[src/rtl/adder_slice_sequencer.sv]
// Operand stage that time-multiplexes a wide addition over one external SLICE_W-bit adder,
// LSB slice first, and rebuilds the full-width sum and carry-out from the slice results.
module adder_slice_sequencer #(
    parameter int unsigned DATA_W  = 32,
    parameter int unsigned SLICE_W = 8
) (
    input  logic               clk,
    input  logic               rst_n,
    input  logic               in_valid,
    output logic               in_ready,
    input  logic [DATA_W-1:0]  in_a,
    input  logic [DATA_W-1:0]  in_b,
    output logic [SLICE_W-1:0] slice_a,
    output logic [SLICE_W-1:0] slice_b,
    input  logic [SLICE_W-1:0] slice_sum,
    output logic               out_valid,
    input  logic               out_ready,
    output logic [DATA_W-1:0]  out_sum,
    output logic               out_carry,
    output logic               busy
);

    localparam int unsigned NSLICE = DATA_W / SLICE_W;
    localparam int unsigned IDX_W  = (NSLICE > 1) ? $clog2(NSLICE) : 1;
    localparam logic [IDX_W-1:0] LAST_IDX = IDX_W'(NSLICE - 1);

    typedef enum logic [1:0] {
        StIdle,
        StRun,
        StDone
    } state_e;

    state_e              state_q, state_d;
    logic [IDX_W-1:0]    idx_q, idx_d;
    logic                carry_q, carry_d;
    logic [DATA_W-1:0]   a_q, a_d;
    logic [DATA_W-1:0]   b_q, b_d;
    logic [DATA_W-1:0]   sum_q, sum_d;

    logic [SLICE_W-1:0]  a_slice;
    logic [SLICE_W-1:0]  b_slice;
    logic [SLICE_W-1:0]  slice_res;
    logic                slice_carry;

    // Operand slice addressed by the current index.
    always_comb begin
        a_slice = '0;
        b_slice = '0;
        for (int i = 0; i < int'(NSLICE); i++) begin
            if (idx_q == IDX_W'(i)) begin
                a_slice = a_q[i*SLICE_W +: SLICE_W];
                b_slice = b_q[i*SLICE_W +: SLICE_W];
            end
        end
    end

    assign slice_a = (state_q == StRun) ? a_slice : '0;
    assign slice_b = (state_q == StRun) ? b_slice : '0;

    // Carry out of slice_a + slice_b + carry: either the external add wrapped, or it produced
    // all-ones and the incoming carry pushes it over. The two cases cannot coincide.
    assign slice_res   = slice_sum + {{(SLICE_W-1){1'b0}}, carry_q};
    assign slice_carry = (slice_sum < slice_a) | (carry_q & (slice_sum == '1));

    always_comb begin
        state_d = state_q;
        idx_d   = idx_q;
        carry_d = carry_q;
        a_d     = a_q;
        b_d     = b_q;
        sum_d   = sum_q;

        unique case (state_q)
            StIdle: begin
                if (in_valid) begin
                    a_d     = in_a;
                    b_d     = in_b;
                    carry_d = 1'b0;
                    idx_d   = '0;
                    state_d = StRun;
                end
            end
            StRun: begin
                for (int i = 0; i < int'(NSLICE); i++) begin
                    if (idx_q == IDX_W'(i)) begin
                        sum_d[i*SLICE_W +: SLICE_W] = slice_res;
                    end
                end
                carry_d = slice_carry;
                if (idx_q == LAST_IDX) begin
                    state_d = StDone;
                end else begin
                    idx_d = idx_q + IDX_W'(1);
                end
            end
            StDone: begin
                if (out_ready) begin
                    state_d = StIdle;
                end
            end
            default: begin
                state_d = StIdle;
            end
        endcase
    end

    always_ff @(posedge clk or negedge rst_n) begin
        if (!rst_n) begin
            state_q <= StIdle;
            idx_q   <= '0;
            carry_q <= 1'b0;
            a_q     <= '0;
            b_q     <= '0;
            sum_q   <= '0;
        end else begin
            state_q <= state_d;
            idx_q   <= idx_d;
            carry_q <= carry_d;
            a_q     <= a_d;
            b_q     <= b_d;
            sum_q   <= sum_d;
        end
    end

    assign in_ready  = (state_q == StIdle);
    assign out_valid = (state_q == StDone);
    assign busy      = (state_q != StIdle);
    assign out_sum   = sum_q;
    assign out_carry = carry_q;

endmodule

[config.mk]
export PLATFORM = sky130hd
export DESIGN_NAME = adder_slice_sequencer
export DESIGN_NICKNAME = d
export VERILOG_FILES = /design/src/rtl/adder_slice_sequencer.sv
export SDC_FILE = /design/constraint.sdc
export NUM_CORES = 1
export LEC_CHECK = 0
export ABC_CLOCK_PERIOD_IN_PS = 2100
export BUFFER_PORTS_ARGS = -buffer_cell sky130_fd_sc_hd__buf_2
export CAP_MARGIN = 20
export CORE_ASPECT_RATIO = 1.1
export CORE_MARGIN = 2
export CORE_UTILIZATION = 48
export DETAILED_ROUTE_END_ITERATION = 8
export PLACE_DENSITY = 0.76
export SLEW_MARGIN = 25
export SYNTH_ARGS = -nofsm -noshare
export SYNTH_HDL_FRONTEND = slang
export SYNTH_SLANG_ARGS = --single-unit
[constraint.sdc]
create_clock -name clk -period 2.1 [get_ports clk]
set_input_delay 0.105 -clock clk [delete_from_list [all_inputs] [get_ports clk]]
set_output_delay 0.105 -clock clk [all_outputs]
set_load 0.005 [all_outputs]
==> summary.md <==
| Metric | Value |
|---|---|
| Pin count of the biggest net entering global routing | `43` |
| Post-route minimum period | `between 2 and 2.5 ns` |
| CTS Root Cell | `clkbuf_8` |
| Core area | `9750 um^2` |
| Fin. Hold Viols | `0` |
| Syn-to-layout area delta | `40.6%` |
| Yosys cell types | `34` |
| Final std cells w/o fill | `753` |
| Pre-Repair DR Iteration Count | `4` |
| Total Wirelength | `13.2 mm` |
| Leakage power | `approximately 3.0 nW` |
| XOR/XNOR share of the synthesized area | `1.10%` |
| Setup CP Type | `reg2reg` |
| Power Density | `1440 nW/um^2` |
| Required @ worst endpoint | `2.40 ns` |
| Synth area leader | `dfrtp_1` |
| Clk_lat worst skew | `~0.37 ns` |
| Worst r2r path cells | `12` |
| Synth warn | `0` |
| Initial Util | `roughly 49%` |
| WHS Endpoint | `out_carry` |
| Routability cong. | `just over 0.8` |
| DP Area | `~5700 um^2` |
| Most frequent cells in the layout | `buf_2 (127), dfrtp_1 (100), dlygate4sd3_1 (66)` |
| Antenna cells | `0` |
| Critical Path AT | `2.62 ns` |
| Top-area cell type share of the netlist area | `a little over half` |
| PnR worst setup slack | `-0.211 ns` |
| Flops & latches, synth | `101` |
| H-tree depth | `3` |
| Commonest non-fill, non-tap cell in the layout | `buf_2` |
| Initial antenna violation count | `0` |
| Die Ht | `between 100 and 150 um` |
| Mux contribution to synthesized area | `between 15 and 20%` |
| Final ANT Viol Nets | `0` |
| Compound-gate portion of the synthesized area | `10.9%` |
| Synth top area cells | `dfrtp_1 (53%), mux2_1 (12%), mux2_2 (5.2%)` |
| # DRC | `0` |
| Slowest cell on crit path | `dfrtp_1` |
| Mapped Nets | `between 500 and 600` |
| Routed length per instance | `17.6 um` |
| Worst min path class | `in2reg` |
| Max IR drop VDD | `0.712 mV` |
| Simple-Gate Fraction of Synth Area | `10.6%` |
| Worst slew margin | `between 60% and 70%` |
| Reg2Reg Setup Slack | `-0.21 ns` |
| Cell mode on critical path | `a21oi_2` |
| Nets | `717` |
| Final instance area | `between 6000 and 7000 um^2` |
| Fin Setup TNS | `-0.785 ns` |
| CTS tree | `built` |
| Routed via count | `4027` |
| Register area share after synthesis | `53.1%` |
| TritonCTS Buffers | `9` |
| CTS clk-pin slew, worst paths | `0.09 ns` |
| Remaining global-route overflow | `0` |
| Share of cells above drive strength 1 | `35.2%` |
| Crit-path cells | `inv_2, ha_4, buf_4, nand3b_1, a21oi_2, a21oi_2, o22a_1, ha_1, o211ai_1, nand2_1, and3_1, a21boi_1` |
| Failing checks | `setup timing` |
| Final Max Slew Viols | `0` |
| FF-to-FF End | `out_carry` |
| Via density per instance | `5.35` |
| CTS Buffer Depth | `2` |
| RSZ-0062 raised after global routing | `true` |
| Ports | `128` |
| Post-Syn Instances | `418` |
| Clock sink total | `between 100 and 150` |
| Mapped Avg Cell Area | `11.4 um^2` |
| Worst-path fanout max | `13` |
| Die area | `about 11000 um^2` |
| # setup viols final | `11` |
| Fin crit share | `110%` |
| Syn Std Cell Area | `approximately 4800 um^2` |
| R2R Path Start | `idx_q[1]` |
| Hold path startpoint | `slice_sum[0]` |
| Port Buffers | `between 100 and 150` |
| Worst Hold Depth | `4` |
| Die Width | `98.9 um` |
| Worst Skew | `0.0132 ns` |
| Crit path launch type | `flop` |
| Util after Layout | `between 60% and 70%` |
| DRT iter0 DRCs | `281` |
| Vias in the first global route | `~4200` |
| First-pass GRT wire length | `20.7 mm` |
| GRT Util Overall | `24.8%` |
| Worst Tran Pin Value | `0.547 ns` |
| Max Cap Viol | `0` |
| Critical path's largest stage delay | `0.42 ns` |
| Largest family of logic cells by synthesized area | `multiplexers` |
| Synth Area in Adders | `between 3 and 4%` |
| Num rows | `38` |
| Status | `finished, violations left` |
| Fmax | `433 MHz` |
| Hpwl dp | `8.71 mm` |
| Placed cells | `662` |
| Crit end category | `flop` |
critical path: cells and delay by family (launching register included):
family,cells,cell delay (ns)
and+or+nand+nor,3,0.39
buffers and inverters,2,0.24
adders and majority gates,2,0.51
AOI/OAI and AO/OA,5,0.69
DFF,1,0.42
repair_timing:
item,CTS,global route
buffers inserted,5,4
hold buffers,66,0
endpoints found under the setup margin,10,13
hold endpoints to repair,104,0
gates resized for setup,10,22
pin swaps,3,8
cloned,0,0
sequential cells by signal, summed over array words and instances (netlist names):
signal	flops
state_q	2
out_sum	32
b_q	32
a_q	32
idx_q	2
out_carry	1
area by class of cell:
class                           instances  area, um^2
Clock buffer                           13         149
Clock inverter                          3        45.0
Fill cell                             697        3060
Inverter                                6        22.5
Multi-Input combinational cell        285        2210
Sequential cell                       101        2530
Tap cell                              120         150
Timing Repair Buffer                  225        1590
through the flow:
stage	hold WS (ns)	worst slack, ns	total power, mW
2_1_floorplan	-0.191	0.00353	6.30
3_3_place_gp	0.109	-0.0453	7.67
3_5_place_dp	0.128	-0.201	7.91
4_1_cts	0.0906	-0.165	9.38
5_1_grt	0.122	-0.330	10.3
6_report	0.101	-0.211	9.67
layer usage:
metal,vias up,part of all wire [%],GRT usage [%]
met5,-,0,0
met4,0,2.9,9.49
met3,37,6.1,5.75
met1,1938,41,31.3
li1,1900,-,-
met2,152,50,41.7
kinds of logic after synthesis:
| family | after synthesis |
|---|---|
| fa+ha+maj | 13 |
| simple gates | 102 |
| flops | 101 |
| compound gates | 92 |
| buf+inv | 32 |
| xor+xnor | 6 |
| mux | 72 |
power by group:
| part | switching, mW | total (mW) | internal [mW] |
|---|---|---|---|
| clock | 0.648 | 1.23 | 0.586 |
| combinational | 2.42 | 4.87 | 2.45 |
| sequential | 0.623 | 3.57 | 2.94 |
| total | 3.69 | 9.67 | 5.98 |
Yosys cell counts:
library cell  count
nand2b_1          3
xor2_1            5
nor2b_1           1
a21boi_1          1
o211a_1           1
a211oi_1          1
ha_1             13
clkbuf_1          5
buf_6             5
mux2_1           50
buf_2            13
nor2_1            4
buf_4             2
mux2_2           22
nor3b_2           1
o211ai_1          4
nand3_1          12
and4_1            2
or2_2             1
a21oi_1          31
nand3b_1         15
nand4_1           2
o22a_1            7
o21ai_0          39
dfrtp_1         101
nor3b_1           1
o22ai_1           7
inv_1             6
nand2_1          57
a2111oi_0         1
and2b_4           1
buf_1             1
and3_1            2
xnor2_1           1
worst max-delay path by stage:
stage / start / endpoint / slack [ns] / cells past startpoint
floorplan: idx_q[1] / out_carry / 0.004 / 11
global placement: idx_q[1] / out_carry / -0.05 / 10
detailed placement: idx_q[1] / out_carry / -0.20 / 10
CTS: idx_q[1] / out_carry / -0.17 / 12
global route: idx_q[1] / out_carry / -0.33 / 12
finish: idx_q[1] / out_carry / -0.21 / 12
Note: power is estimated with default switching activity, not from simulation.
